===== config.mk =====
export PLATFORM = sky130hd
export DESIGN_NAME = fifo_frame_serializer_flat
export DESIGN_NICKNAME = d
export VERILOG_FILES = /design/src/rtl/fifo_frame_serializer_if.sv /design/src/rtl/fifo_frame_serializer.sv /design/src/flat_wrapper.sv
export SDC_FILE = /design/constraint.sdc
export NUM_CORES = 1
export LEC_CHECK = 0
export CAP_MARGIN = 0
export CORE_MARGIN = 5
export CORE_UTILIZATION = 25
export CTS_CLUSTER_DIAMETER = 30
export DETAILED_ROUTE_END_ITERATION = 12
export MAX_ROUTING_LAYER = met4
export PLACE_DENSITY = 0.47
export SLEW_MARGIN = 0
export SYNTH_ARGS = -nofsm -noshare
export SYNTH_HDL_FRONTEND = slang
export SYNTH_SLANG_ARGS = --single-unit

===== constraint.sdc =====
create_clock -name clock -period 2.22 [get_ports clock]
set_clock_uncertainty 0.05 [all_clocks]
set_input_delay 0.222 -clock clock [delete_from_list [all_inputs] [get_ports clock]]
set_output_delay 0.222 -clock clock [all_outputs]
set_load 0.02 [all_outputs]

===== src/rtl/fifo_frame_serializer_if.sv =====
// FIFO-read and serial-bit handshake bundle between the frame serializer
// and its neighbours (FIFO on one side, FM0/Miller encoder on the other).
interface fifo_frame_serializer_if #(
  parameter int LEN_WIDTH = 8
);
  logic                 tx_start;
  logic [LEN_WIDTH-1:0] frame_len;
  logic                 fifo_empty;
  logic                 fifo_read_en;
  logic [7:0]           fifo_data;
  logic                 bit_out;
  logic                 bit_valid;
  logic                 bit_ready;
  logic                 busy;
  logic                 done;
  logic                 error;

  modport master (
    input  tx_start, frame_len, fifo_empty, fifo_data, bit_ready,
    output fifo_read_en, bit_out, bit_valid, busy, done, error
  );

  modport slave (
    output tx_start, frame_len, fifo_empty, fifo_data, bit_ready,
    input  fifo_read_en, bit_out, bit_valid, busy, done, error
  );
endinterface


===== src/rtl/fifo_frame_serializer.sv =====
// Pulls a frame of bytes from the tx FIFO and serializes it MSB-first to the
// backscatter encoder, optionally followed by the complemented Gen2 CRC-16.
//
// state | meaning
// IDLE  | waiting for tx_start
// FETCH | reading the next payload byte; counts empty cycles for underrun
// SHIFT | presenting payload bits, one per accepted transfer
// CRC   | presenting the 16 complemented CRC bits
// DONE  | one-cycle done (and error on underrun) pulse
module fifo_frame_serializer #(
  parameter bit APPEND_CRC       = 1'b1,
  parameter int LEN_WIDTH        = 8,
  parameter int UNDERRUN_TIMEOUT = 255
) (
  input logic                     clock,
  input logic                     reset_n,
  fifo_frame_serializer_if.master bus
);

  localparam logic [2:0] IDLE  = 3'd0;
  localparam logic [2:0] FETCH = 3'd1;
  localparam logic [2:0] SHIFT = 3'd2;
  localparam logic [2:0] CRC   = 3'd3;
  localparam logic [2:0] DONE  = 3'd4;

  localparam int               TMO_W    = $clog2(UNDERRUN_TIMEOUT + 1);
  localparam logic [TMO_W-1:0] TMO_LAST = TMO_W'(UNDERRUN_TIMEOUT - 1);

  logic [2:0]           state,      state_nx;
  logic [7:0]           shreg,      shreg_nx;
  logic [15:0]          crc,        crc_nx;
  logic [LEN_WIDTH-1:0] bytes_left, bytes_nx;
  logic [2:0]           bit_cnt,    bit_cnt_nx;
  logic [3:0]           crc_cnt,    crc_cnt_nx;
  logic [TMO_W-1:0]     tmo_cnt,    tmo_nx;
  logic                 abort,      abort_nx;
  logic                 bit_out_q,  bit_out_nx;
  logic                 bit_valid_q, bit_valid_nx;
  logic [15:0]          crc_upd;
  logic                 xfer;

  function automatic logic [15:0] crc_step(input logic [15:0] c, input logic b);
    logic fb;
    fb = c[15] ^ b;
    return {c[14:0], 1'b0} ^ (fb ? 16'h1021 : 16'h0000);
  endfunction

  assign xfer    = bit_valid_q & bus.bit_ready;
  assign crc_upd = crc_step(crc, shreg[7]);

  always_comb begin
    state_nx   = state;
    shreg_nx   = shreg;
    crc_nx     = crc;
    bytes_nx   = bytes_left;
    bit_cnt_nx = bit_cnt;
    crc_cnt_nx = crc_cnt;
    tmo_nx     = tmo_cnt;
    abort_nx   = abort;
    case (state)
      IDLE: begin
        if (bus.tx_start) begin
          bytes_nx = bus.frame_len;
          crc_nx   = 16'hFFFF;
          tmo_nx   = '0;
          abort_nx = 1'b0;
          if (bus.frame_len != '0) begin
            state_nx = FETCH;
          end else if (APPEND_CRC) begin
            // empty payload: the complemented preset is sent straight away
            state_nx   = CRC;
            crc_nx     = ~16'hFFFF;
            crc_cnt_nx = 4'd15;
          end else begin
            state_nx = DONE;
          end
        end
      end
      FETCH: begin
        if (!bus.fifo_empty) begin
          shreg_nx   = bus.fifo_data;
          bit_cnt_nx = 3'd7;
          tmo_nx     = '0;
          state_nx   = SHIFT;
        end else if (tmo_cnt == TMO_LAST) begin
          tmo_nx   = tmo_cnt + TMO_W'(1);
          abort_nx = 1'b1;
          state_nx = DONE;
        end else begin
          tmo_nx = tmo_cnt + TMO_W'(1);
        end
      end
      SHIFT: begin
        if (xfer) begin
          shreg_nx   = {shreg[6:0], 1'b0};
          crc_nx     = crc_upd;
          bit_cnt_nx = bit_cnt - 3'd1;
          if (bit_cnt == 3'd0) begin
            bytes_nx = bytes_left - LEN_WIDTH'(1);
            if (bytes_left > LEN_WIDTH'(1)) begin
              state_nx = FETCH;
            end else if (APPEND_CRC) begin
              state_nx   = CRC;
              crc_nx     = ~crc_upd;
              crc_cnt_nx = 4'd15;
            end else begin
              state_nx = DONE;
            end
          end
        end
      end
      CRC: begin
        if (xfer) begin
          crc_nx     = {crc[14:0], 1'b0};
          crc_cnt_nx = crc_cnt - 4'd1;
          if (crc_cnt == 4'd0) begin
            state_nx = DONE;
          end
        end
      end
      DONE: begin
        state_nx = IDLE;
      end
      default: begin
        state_nx = IDLE;
      end
    endcase
  end

  // bit_out/bit_valid are registered from the next-state view so the encoder
  // sees a clean flop output with no combinational path from bit_ready.
  always_comb begin
    bit_out_nx   = 1'b0;
    bit_valid_nx = 1'b0;
    if (state_nx == SHIFT) begin
      bit_out_nx   = shreg_nx[7];
      bit_valid_nx = 1'b1;
    end else if (state_nx == CRC) begin
      bit_out_nx   = crc_nx[15];
      bit_valid_nx = 1'b1;
    end
  end

  always_ff @(posedge clock or negedge reset_n) begin
    if (!reset_n) begin
      state       <= IDLE;
      shreg       <= '0;
      crc         <= 16'hFFFF;
      bytes_left  <= '0;
      bit_cnt     <= '0;
      crc_cnt     <= '0;
      tmo_cnt     <= '0;
      abort       <= 1'b0;
      bit_out_q   <= 1'b0;
      bit_valid_q <= 1'b0;
    end else begin
      state       <= state_nx;
      shreg       <= shreg_nx;
      crc         <= crc_nx;
      bytes_left  <= bytes_nx;
      bit_cnt     <= bit_cnt_nx;
      crc_cnt     <= crc_cnt_nx;
      tmo_cnt     <= tmo_nx;
      abort       <= abort_nx;
      bit_out_q   <= bit_out_nx;
      bit_valid_q <= bit_valid_nx;
    end
  end

  assign bus.fifo_read_en = (state == FETCH) & ~bus.fifo_empty;
  assign bus.bit_out      = bit_out_q;
  assign bus.bit_valid    = bit_valid_q;
  assign bus.busy         = (state != IDLE);
  assign bus.done         = (state == DONE);
  assign bus.error        = (state == DONE) & abort;

endmodule

===== src/flat_wrapper.sv =====
// flat-port wrapper written by rule: the top's interface ports become plain ports
module fifo_frame_serializer_flat 
#(
  parameter bit APPEND_CRC       = 1'b1,
  parameter int LEN_WIDTH        = 8,
  parameter int UNDERRUN_TIMEOUT = 255
)
  (clock, reset_n, bus_tx_start, bus_frame_len, bus_fifo_empty, bus_fifo_data, bus_bit_ready, bus_fifo_read_en, bus_bit_out, bus_bit_valid, bus_busy, bus_done, bus_error);
  fifo_frame_serializer_if #(.LEN_WIDTH(LEN_WIDTH)) bus_i ();
  input logic clock;
  input logic reset_n;
  input wire logic [$bits(bus_i.tx_start)-1:0] bus_tx_start;
  input wire logic [$bits(bus_i.frame_len)-1:0] bus_frame_len;
  input wire logic [$bits(bus_i.fifo_empty)-1:0] bus_fifo_empty;
  input wire logic [$bits(bus_i.fifo_data)-1:0] bus_fifo_data;
  input wire logic [$bits(bus_i.bit_ready)-1:0] bus_bit_ready;
  output wire logic [$bits(bus_i.fifo_read_en)-1:0] bus_fifo_read_en;
  output wire logic [$bits(bus_i.bit_out)-1:0] bus_bit_out;
  output wire logic [$bits(bus_i.bit_valid)-1:0] bus_bit_valid;
  output wire logic [$bits(bus_i.busy)-1:0] bus_busy;
  output wire logic [$bits(bus_i.done)-1:0] bus_done;
  output wire logic [$bits(bus_i.error)-1:0] bus_error;
  assign bus_i.tx_start = bus_tx_start;
  assign bus_i.frame_len = bus_frame_len;
  assign bus_i.fifo_empty = bus_fifo_empty;
  assign bus_i.fifo_data = bus_fifo_data;
  assign bus_i.bit_ready = bus_bit_ready;
  assign bus_fifo_read_en = bus_i.fifo_read_en;
  assign bus_bit_out = bus_i.bit_out;
  assign bus_bit_valid = bus_i.bit_valid;
  assign bus_busy = bus_i.busy;
  assign bus_done = bus_i.done;
  assign bus_error = bus_i.error;
  fifo_frame_serializer #(.APPEND_CRC(APPEND_CRC), .LEN_WIDTH(LEN_WIDTH), .UNDERRUN_TIMEOUT(UNDERRUN_TIMEOUT)) u_core (.clock(clock), .reset_n(reset_n), .bus(bus_i));
endmodule

==> run_results.csv <==
group,metric,value,unit
outcome,status,"completed",
setup_path,r2r_start,"u_core.bytes_left[5]$_DFFE_PN0P_",
clock_tree,ctsHtreeMaxLevel,2,
setup_path,crit_path_end_kind,"flop",
synth,async_flop_share,100,%
power_and_ir_drop,netSwitchingPower,1.89,mW
timing,drv_slew,0,
power_and_ir_drop,clockPowerShare,17.5,%
timing,hold_violations,0,
route,vias_per_cell,4.87,
route,routed_wl,7300,um
setup_path,arrival,2.34,ns
power_and_ir_drop,ir_drop,0.468,mV
setup_path,critPathLaunchType,"flop",
timing,timing.hold.ws,0.351,ns
power_and_ir_drop,p_sw_share,37.9,%
floorplan,die_w,118,um
place,dp_slack,-0.0171,ns
grt,first_global_vias,2616,
min_path,min_path_type,"in2async",
grt,grt_usage,11.2,%
synth,yosysMostFrequentCell,"dfrtp_1",
clock_tree,clk_path_buf_depth,2,
synth,synth_common_cells,"dfrtp_1 (37), nand2_1 (33), nor2_1 (31)",
grt,antenna_found_initial,0,
floorplan,row_count,39,
route,wl_per_cell,14.4,um
synth,syn_area,2920,sq um
timing,fin_ws,0.0555,ns
grt,grt_overflow,0,
power_and_ir_drop,power_frac_comb,46.8,%
grt,grt_pass1_wl,12700,um
route,drt_pass1_iterations,4,
floorplan,coreArea,11400,sq um
clock_tree,clock-root-buffer,"clkbuf_16",
timing,relSlewSlack,54.2,%
setup_path,r2r_slack,0.06,ns
grt,grt_max_degree,22,
final_layout,antenna_cells,0,
timing,worstMarginPinSlew,0.683,ns
route,initialDrtViolationCount,73,
synth,netlist_top_cells_area,"dfrtp_1 (32%), dfstp_2 (14%), mux2i_1 (4.5%), a21oi_1 (4.3%), nand2_1 (4.2%)",
route,vias,2471,
power_and_ir_drop,power.density,1320,nW/um^2
setup_path,r2r-end,"u_core.crc_cnt[0]$_DFFE_PN0P_",
clock_tree,clk_latency,0.29,ns
clock_tree,cts_made_buffers,5,
synth,synth_warnings,0,
place,io_buffers,26,
final_layout,layout-drive-gt1-share,20.6,%
place,dp_hpwl,5370,um
setup_path,rr_worst_depth,5,
synth,synth_compound_area_share,19.7,%
timing,fmax,0.462,GHz
floorplan,die_area,13900,sq um
synth,synth_top_family_by_area,"simple AND/OR/NAND/NOR gates",
power_and_ir_drop,seq_power_share,35.7,%
clock_tree,cts_setup_buffers,0,
timing,finalSetupViolCount,0,
route,antenna_left,0,
synth,synth_cell_types,62,
synth,synth_ff_type,"dfrtp_1",
synth,synth_top_cell_area_share,31.7,%
power_and_ir_drop,p_int,3.09,mW
timing,post-route-period-util,97.5,%
floorplan,die_y,118,um
synth,synth_edf_count,0,
synth,syn-num-nets,334,
synth,synth_area_leader_cell,"dfrtp_1",
floorplan,ios,27,
final_layout,finish.net_count,391,
clock_tree,cts_tree,"done",
clock_tree,cts.clk_slew.worst_paths,0.07,ns
synth,synth_xor_area_share,1.50,%
setup_path,cp_data_required_time,2.40,ns
synth,seq_area_frac_synth,46.2,%
timing,rsz0062_at_grt,"yes",
synth,avgSynthCellArea,9.53,sq um
synth,synthCells,306,
synth,synthAdderAreaFrac,3.00,%
synth,ys_ff_latch,53,
final_layout,area_growth,29.6,%
floorplan,initial_core_util,25.5,%
synth,synthSimpleGateAreaFrac,21.3,%
clock_tree,cts_sinks,53,
final_layout,postLayoutCoreUtil,33.1,%
setup_path,crit_type,"reg2reg",
place,place_congestion,0.847,
timing,finalCriticalPeriod,2.16,ns
power_and_ir_drop,leakage,1.62,nW
setup_path,crit_fanout,4,
synth,synthMuxAreaShare,4.85,%
route,route.detailed.drc,0,
flow_run,cap_violations,0,
==> cell usage in the layout, fill, tap and decap left out, drive strengths merged, types with 3 or more instances in the layout <==
cell and n:
dfrtp 37, ha 7, clkdlybuf4s50 23, nor4 5, xor2 3, nor3 6, nand3 12, a21oi 25
o21a 3, a22oi 8, a2bb2oi 3, o22a 6, nor2 33, inv 10, mux2i 13, a41oi 3
or3 4, nand4 5, a31oi 4, dfstp 16, clkbuf 8, buf 37, nand2 33, o21ai 13
==> sequential cells by signal, summed over array words and instances, names as in the netlist <==
name,count
u_core.bus.bit_valid,1
u_core.state,3
u_core.shreg,8
u_core.bytes_left,8
u_core.crc_cnt,4
u_core.bit_cnt,3
u_core.bus.bit_out,1
u_core.crc,16
u_core.tmo_cnt,8
u_core.abort,1
==> how the worst max path moves through the flow <==
stage,from,to,slack (ns),depth (start not counted)
3_5_place_dp,bus_tx_start,u_core.crc[8]$_DFFE_PN1P_,-0.02,7
3_3_place_gp,bus_tx_start,u_core.crc[5]$_DFFE_PN1P_,0.01,7
2_1_floorplan,u_core.bytes_left[5]$_DFFE_PN0P_,u_core.bus.bit_out$_DFF_PN0_,0.18,5
4_1_cts,u_core.state[0]$_DFF_PN0_,bus_error,0.04,4
5_1_grt,u_core.bit_cnt[1]$_DFFE_PN0P_,u_core.bus.bit_out$_DFF_PN0_,-0.04,7
6_report,u_core.bytes_left[5]$_DFFE_PN0P_,u_core.crc_cnt[0]$_DFFE_PN0P_,0.06,5
==> kinds of logic after synthesis <==
kind of cell	count (synthesis)
buffers and inverters	23
AO/OA/AOI/OAI	83
flip-flops	53
adder cells (fa/ha/maj)	7
multiplexers	14
XOR/XNOR	5
AND/OR/NAND/NOR	121
==> critical path, stage by stage, from the launching register on <==
cell and delay, ns:
dfrtp_1 0.38, or4_4 0.58, nor3_1 0.29, nand3_1 0.15, a221oi_2 0.42, mux2_2 0.23
==> metrics by stage <==
step | total power, mW | instance area [sq um] | instances | setup TNS (ns)
after floorplan | 3.21 | 2920 | 306 | 0
after global placement | 4.10 | 3590 | 498 | 0
after detailed placement | 4.12 | 3590 | 498 | -0.0577
after CTS | 5.02 | 3770 | 507 | 0
after global routing | 5.36 | 3780 | 507 | -0.0868
final | 4.98 | 3780 | 507 | 0
==> routing by layer <==
metal | part of all wire (%) | GRT usage [%] | routed length (um) | vias up
met5 | 0 | - | 0 | -
met4 | 1.4 | 3.80 | 104 | 0
met3 | 2.2 | 1.39 | 160 | 7
met2 | 48 | 17.8 | 3470 | 39
met1 | 49 | 14.7 | 3570 | 1183
li1 | - | - | - | 1242
==> power groups by stage <==
| stage | clock (mW) | sequential (mW) | combinational, mW |
|---|---|---|---|
| 2_1_floorplan | 0 | 1.75 | 1.47 |
| 3_3_place_gp | 0 | 1.79 | 2.30 |
| 3_5_place_dp | 0 | 1.79 | 2.33 |
| 4_1_cts | 0.900 | 1.78 | 2.34 |
| 5_1_grt | 0.934 | 1.84 | 2.59 |
| 6_report | 0.870 | 1.78 | 2.33 |
==> what timing repair did <==
action                                 in CTS  in global routing
endpoints found under the hold margin      15                  0
hold buffers                                1                  0
setup endpoints to repair                   1                  2
gates resized for setup                     1                  2
==> cell type report <==
| class | instances | area (sq um) |
|---|---|---|
| fillers | 1201 | 7640 |
| multi-input cells | 230 | 1480 |
| flip-flops and latches | 53 | 1350 |
| repair buffers | 63 | 574 |
| well taps | 143 | 179 |
| clock buffers | 8 | 168 |
| inverters | 10 | 37.5 |
Power figures use the tool's default switching activity.
